**config.mk**
```make
export PLATFORM = sky130hd
export DESIGN_NAME = clk_div_ctrl
export DESIGN_NICKNAME = d
export VERILOG_FILES = /design/src/rtl/clk_div_ctrl.sv
export SDC_FILE = /design/constraint.sdc
export NUM_CORES = 1
export LEC_CHECK = 0
export ABC_AREA = 1
export CAP_MARGIN = 10
export CORE_AREA = 5 5 60 62
export DETAILED_ROUTE_END_ITERATION = 7
export DIE_AREA = 0 0 65 67
export HOLD_SLACK_MARGIN = 0.12
export PLACE_DENSITY = 0.65
export SLEW_MARGIN = 30
export SYNTH_ARGS = -nofsm -noshare
export SYNTH_HDL_FRONTEND = slang
export SYNTH_SLANG_ARGS = --single-unit
```
**constraint.sdc**
```tcl
create_clock -name inClk -period 4.1 [get_ports inClk]
set_input_delay 0.82 -clock inClk [delete_from_list [all_inputs] [get_ports inClk]]
set_output_delay 0.82 -clock inClk [all_outputs]
set_load 0.01 [all_outputs]
```
**src/rtl/clk_div_ctrl.sv**
```systemverilog
// Run/stop sequencer and glitch-free reconfiguration controller for a toggle-style clock divider.
// Optional completed-period counter is built when CLK_DIV_CTRL_PERIOD_CNT_EN is defined.
module clk_div_ctrl #(
  parameter int WIDTH       = 4,
  parameter int DEFAULT_DIV = 4,
  parameter int MIN_DIV     = 1
) (
  input  logic             inClk,
  input  logic             reset,
  input  logic             run,
  input  logic             cfg_valid,
  input  logic [WIDTH-1:0] cfg_div,
  output logic             cfg_ready,
  output logic             cfg_err,
  output logic             outClk,
  output logic             edgeTick,
  output logic             busy,
  output logic [15:0]      periodCnt
);

  typedef enum logic [1:0] {
    ST_IDLE = 2'd0,
    ST_RUN  = 2'd1,
    ST_STOP = 2'd2
  } state_t;

  localparam logic [WIDTH-1:0] DEFAULT_DIV_W = WIDTH'(DEFAULT_DIV);
  localparam logic [WIDTH-1:0] MIN_DIV_W     = WIDTH'(MIN_DIV);

  state_t           state_q, state_d;
  logic [WIDTH-1:0] count_q, count_d;
  logic [WIDTH-1:0] div_q, div_d;
  logic [WIDTH-1:0] pend_div_q, pend_div_d;
  logic             pend_valid_q, pend_valid_d;
  logic             out_clk_q, out_clk_d;
  logic             edge_tick_q, edge_tick_d;
  logic             cfg_err_q, cfg_err_d;

  logic             cfg_accept;
  logic             cfg_legal;
  logic             at_limit;
  logic             fall_tick;

  // IDLE always accepts; while running, the single pending slot throttles the source.
  assign cfg_ready  = (state_q == ST_IDLE) || !pend_valid_q;
  assign cfg_accept = cfg_valid && cfg_ready;
  assign cfg_legal  = (cfg_div >= MIN_DIV_W);
  assign at_limit   = (count_q == div_q);

  always_comb begin
    state_d      = state_q;
    count_d      = count_q;
    div_d        = div_q;
    pend_div_d   = pend_div_q;
    pend_valid_d = pend_valid_q;
    out_clk_d    = out_clk_q;
    edge_tick_d  = 1'b0;
    fall_tick    = 1'b0;
    cfg_err_d    = cfg_err_q | (cfg_accept & ~cfg_legal);

    case (state_q)
      ST_IDLE: begin
        count_d   = '0;
        out_clk_d = 1'b0;
        // A value parked while stopping is applied here; a fresh legal offer overrides it.
        if (pend_valid_q) begin
          div_d        = pend_div_q;
          pend_valid_d = 1'b0;
        end
        if (cfg_accept && cfg_legal) begin
          div_d = cfg_div;
        end
        if (run) begin
          state_d = ST_RUN;
        end
      end

      ST_RUN: begin
        if (!run && !out_clk_q) begin
          state_d = ST_IDLE;
          count_d = '0;
        end else if (at_limit) begin
          count_d     = '0;
          out_clk_d   = ~out_clk_q;
          edge_tick_d = 1'b1;
          if (out_clk_q) begin
            fall_tick = 1'b1;
            if (pend_valid_q) begin
              div_d        = pend_div_q;
              pend_valid_d = 1'b0;
            end
            if (!run) begin
              state_d = ST_IDLE;
            end
          end
        end else begin
          count_d = count_q + WIDTH'(1);
          if (!run) begin
            state_d = ST_STOP;
          end
        end
      end

      ST_STOP: begin
        // outClk is high here; finish the phase and fall cleanly.
        if (at_limit) begin
          count_d     = '0;
          out_clk_d   = 1'b0;
          edge_tick_d = 1'b1;
          fall_tick   = 1'b1;
          state_d     = ST_IDLE;
          if (pend_valid_q) begin
            div_d        = pend_div_q;
            pend_valid_d = 1'b0;
          end
        end else begin
          count_d = count_q + WIDTH'(1);
        end
      end

      default: begin
        state_d   = ST_IDLE;
        count_d   = '0;
        out_clk_d = 1'b0;
      end
    endcase

    // Parked after any apply above, so a same-cycle offer waits for the next falling toggle.
    if ((state_q != ST_IDLE) && cfg_accept && cfg_legal) begin
      pend_valid_d = 1'b1;
      pend_div_d   = cfg_div;
    end
  end

  always_ff @(posedge inClk) begin
    if (reset) begin
      state_q      <= ST_IDLE;
      count_q      <= '0;
      div_q        <= DEFAULT_DIV_W;
      pend_div_q   <= '0;
      pend_valid_q <= 1'b0;
      out_clk_q    <= 1'b0;
      edge_tick_q  <= 1'b0;
      cfg_err_q    <= 1'b0;
    end else begin
      state_q      <= state_d;
      count_q      <= count_d;
      div_q        <= div_d;
      pend_div_q   <= pend_div_d;
      pend_valid_q <= pend_valid_d;
      out_clk_q    <= out_clk_d;
      edge_tick_q  <= edge_tick_d;
      cfg_err_q    <= cfg_err_d;
    end
  end

  assign outClk   = out_clk_q;
  assign edgeTick = edge_tick_q;
  assign cfg_err  = cfg_err_q;
  assign busy     = (state_q != ST_IDLE);

`ifdef CLK_DIV_CTRL_PERIOD_CNT_EN
  logic [15:0] period_cnt_q, period_cnt_d;

  always_comb begin
    period_cnt_d = period_cnt_q;
    if (fall_tick) begin
      period_cnt_d = period_cnt_q + 16'd1;
    end
  end

  always_ff @(posedge inClk) begin
    if (reset) begin
      period_cnt_q <= '0;
    end else begin
      period_cnt_q <= period_cnt_d;
    end
  end

  assign periodCnt = period_cnt_q;
`else
  logic period_unused;
  assign period_unused = fall_tick;
  assign periodCnt     = '0;
`endif

endmodule

```
==> out/results.md <==
| Metric | Value |
| --- | --- |
| Hold Path Class | reg -> reg |
| Clock buffer count from CTS | 3 |
| Clock-pin slew on the worst setup and hold paths | 0.10 ns |
| Largest driver fanout on the critical path | 6 |
| Max-slew violation count | 0 |
| Overall overflow remaining after global route | 0 |
| Final RePlAce weighted congestion | 0.838 |
| Synthesized instance count | 172 |
| Global-route usage over all layers | 9.40% |
| Count of final hold-check violations | 0 |
| Number of max-cap violations | 0 |
| Sequential Power Share | 33.2% |
| Clock root buffer | clkbuf_4 |
| Leakage Power | 0.646 nW |
| H-tree depth reported by CTS | 1 |
| Critical path arrival | 1.67 ns |
| Post-CTS Repair Setup Buffers | 0 |
| Number of antenna violations at the first check in global routing | 0 |
| Warnings from Yosys | 0 |
| R2r worst-path depth | 9 |
| Proportion of power drawn by combinational gates | 55.5% |
| Switching portion of total power | 45.7% |
| Maximum number of buffers from clock root to sink | 2 |
| Min-Delay Path Depth | 2 |
| Hold-fix buffers at CTS | 0 |
| Fmax | 402 MHz |
| Number of register bits inferred by synthesis | 18 |
| Internal power consumption | 0.415 mW |
| Vias | 937 |
| Avg WL per Cell | 9.06 µm |
| Tmin final | 2.49 ns |
| Series of cell instances along the critical path | inv_1, ha_1, inv_2, clkdlybuf4s50_1 |
| Slowest stage cell on the critical path | clkdlybuf4s50_1 |
| I/O pin count | 29 |
| Sink count of the clock tree | 18 |
| Effective utilization at floorplan | 38.5% |
| Number of port buffers | 12 |
| Final nets | 200 |
| Number of global-route vias before repair | 735 |
| Die footprint | 0.00436 mm² |
| Number of resized instances in the post-cts repair step | 0 |
| Post-route antenna net violation count | 0 |
| Number of DRC violations after detailed routing | 0 |
| Post-layout util | 42.4% |
| HPWL reported at the end of detailed placement | 1.59 mm |
| Pin count of the biggest net entering global routing | 12 |
| Worst VDD drop | 0.252 mV |
| Average size of a mapped cell | 6.66 µm² |
| Share of cells above drive strength 1 | 7.03% |
| Overall die width | 65 µm |
| Area taken by flip-flops and latches | 360 µm² |
| Layout-stage area growth over the synthesis result | 10.0% |
| Kind of end point of the critical path | output pin |
| Total setup violations reported at the end of the flow | 0 |
| N_diodes | 0 |
| Ratio of final minimum period to clock period | 60.6% |
| Final total negative setup slack | 0 ns |
| CTS tree | yes |
| Mapped Area | 0.00115 mm² |
| Drt total wl | 1.97 mm |
| Vias per Instance | 4.30 |
| Pwr Density | 605 mW/mm² |
| Vert. Die Dim | 67 µm |
| Required time at the endpoint of the critical path | 3.28 ns |
| Commonest non-fill, non-tap cells in the layout | nand2_1, inv_1, nor2_1 |
| Fraction of the yosys area taken by sequential cells | 31.4% |
| Setup repair after global routing missed its margin | no |
| Clock network latency to the later pin of the worst-skew pair | 0.28 ns |
| Iteration-0 DRC Markers | 19 |
| Clock skew | 0.00118 ns |
| Critical path class | reg -> out |
| Wire length of the first global-routing pass | 3.24 mm |
| Net Sw Power | 0.348 mW |
| Most frequent standard cell in the layout excluding fill and tap cells | nand2_1 |
| Cell variety after synth | 24 |
| Crit start category | flop |
| Outcome | finished, final reports clean |
| Clock group share of total power | 11.3% |
| FP Rows | 20 |
| Pre-antenna DRT Iters | 4 |
| Core Box Area | 0.00298 mm² |
| Area taken by multi-input logic gates | 612 µm² |
| Worst stage delay on the critical path | 0.56 ns |
| Fillcell total | 315 |
## metal layers
| metal | share of wire [%] | up-vias | routed length (µm) | track usage, % |
|---|---|---|---|---|
| li1 | - | 525 | - | - |
| met1 | 49 | 383 | 967 | 12.2 |
| met2 | 44 | 25 | 865 | 15.3 |
| met3 | 5.8 | 4 | 114 | 1.52 |
| met4 | 1.3 | 0 | 26 | 3.96 |
| met5 | 0 | - | 0 | 0 |
## synthesized netlist by cell type
| cell type | n | area share, % |
|---|---|---|
| nand3_1 | 8 | 3.5 |
| buf_4 | 16 | 10 |
| nand2_4 | 1 | 0.98 |
| nor2_1 | 21 | 6.9 |
| nand2_1 | 40 | 13 |
| inv_1 | 25 | 8.2 |
| clkinv_1 | 1 | 0.33 |
| a21oi_1 | 14 | 6.1 |
| xor2_1 | 1 | 0.76 |
| dfxtp_1 | 18 | 31 |
| buf_2 | 1 | 0.44 |
| nor2_4 | 1 | 0.98 |
| o211ai_1 | 1 | 0.66 |
| or2_2 | 1 | 0.55 |
| o21a_1 | 1 | 0.66 |
| o21ai_0 | 4 | 1.7 |
| nand2_2 | 3 | 1.6 |
| xnor2_1 | 1 | 0.76 |
| ha_1 | 5 | 5.5 |
| nor2_2 | 1 | 0.55 |
| conb_1 | 1 | 0.33 |
| inv_2 | 2 | 0.66 |
| a21boi_4 | 1 | 1.6 |
| nand4_1 | 4 | 2.2 |
## critical path, delay by kind of cell, from the launching register on
| family | cells | cell delay (ns) |
|---|---|---|
| buf+inv | 3 | 0.78 |
| flops | 1 | 0.39 |
| fa+ha+maj | 1 | 0.22 |
## path summary, 6_finish.rpt
kind	start	end	slack [ns]
min reg2reg	cfg_err	cfg_err	0.49
max	state_q[0]	busy	1.61
max reg2reg	state_q[0]	div_q[3]	2.59
min	cfg_err	cfg_err	0.49
## sequential cells by signal, indices dropped and copies added, names as in the netlist
register,flops
count_q,4
div_q,4
pend_div_q,4
state_q,2
cfg_err,1
edgeTick,1
outClk,1
pend_valid_q,1
## power by group through the flow
stage | clock (mW) | sequential, mW | combinational (mW)
detailed placement | 0 | 0.258 | 0.425
global route | 0.103 | 0.261 | 0.485
finish | 0.0860 | 0.253 | 0.424
CTS | 0.0913 | 0.254 | 0.427
global placement | 0 | 0.257 | 0.424
floorplan | 0 | 0.246 | 0.355
## cells by family after synthesis
logic type      Yosys count  synth area share [%]
buf+inv                  45                  20.1
compound gates           21                  10.8
fa+ha+maj                 5                  5.46
simple gates             80                  30.3
flops                    18                  31.4
xor+xnor                  2                  1.53
other cells               1                 0.327
## through the flow
stage	instances	total power [mW]	hold WS, ns	setup WS, ns	cell area, µm²
2_1_floorplan	187	0.601	0.441	2.41	1200
3_3_place_gp	215	0.681	0.473	1.91	1240
3_5_place_dp	215	0.682	0.459	1.86	1240
4_1_cts	218	0.772	0.498	1.59	1260
5_1_grt	218	0.849	0.540	1.47	1260
6_report	218	0.763	0.486	1.61	1260
## final cells by class
cell class / instances / share of cell area, %
multi-input cells: 124 / 48.5
flip-flops and latches: 18 / 28.6
repair buffers: 12 / 9.52
inverters: 28 / 8.33
well taps: 33 / 3.27
clock buffers: 3 / 1.79
No activity file was read; power rests on OpenSTA's default activity.
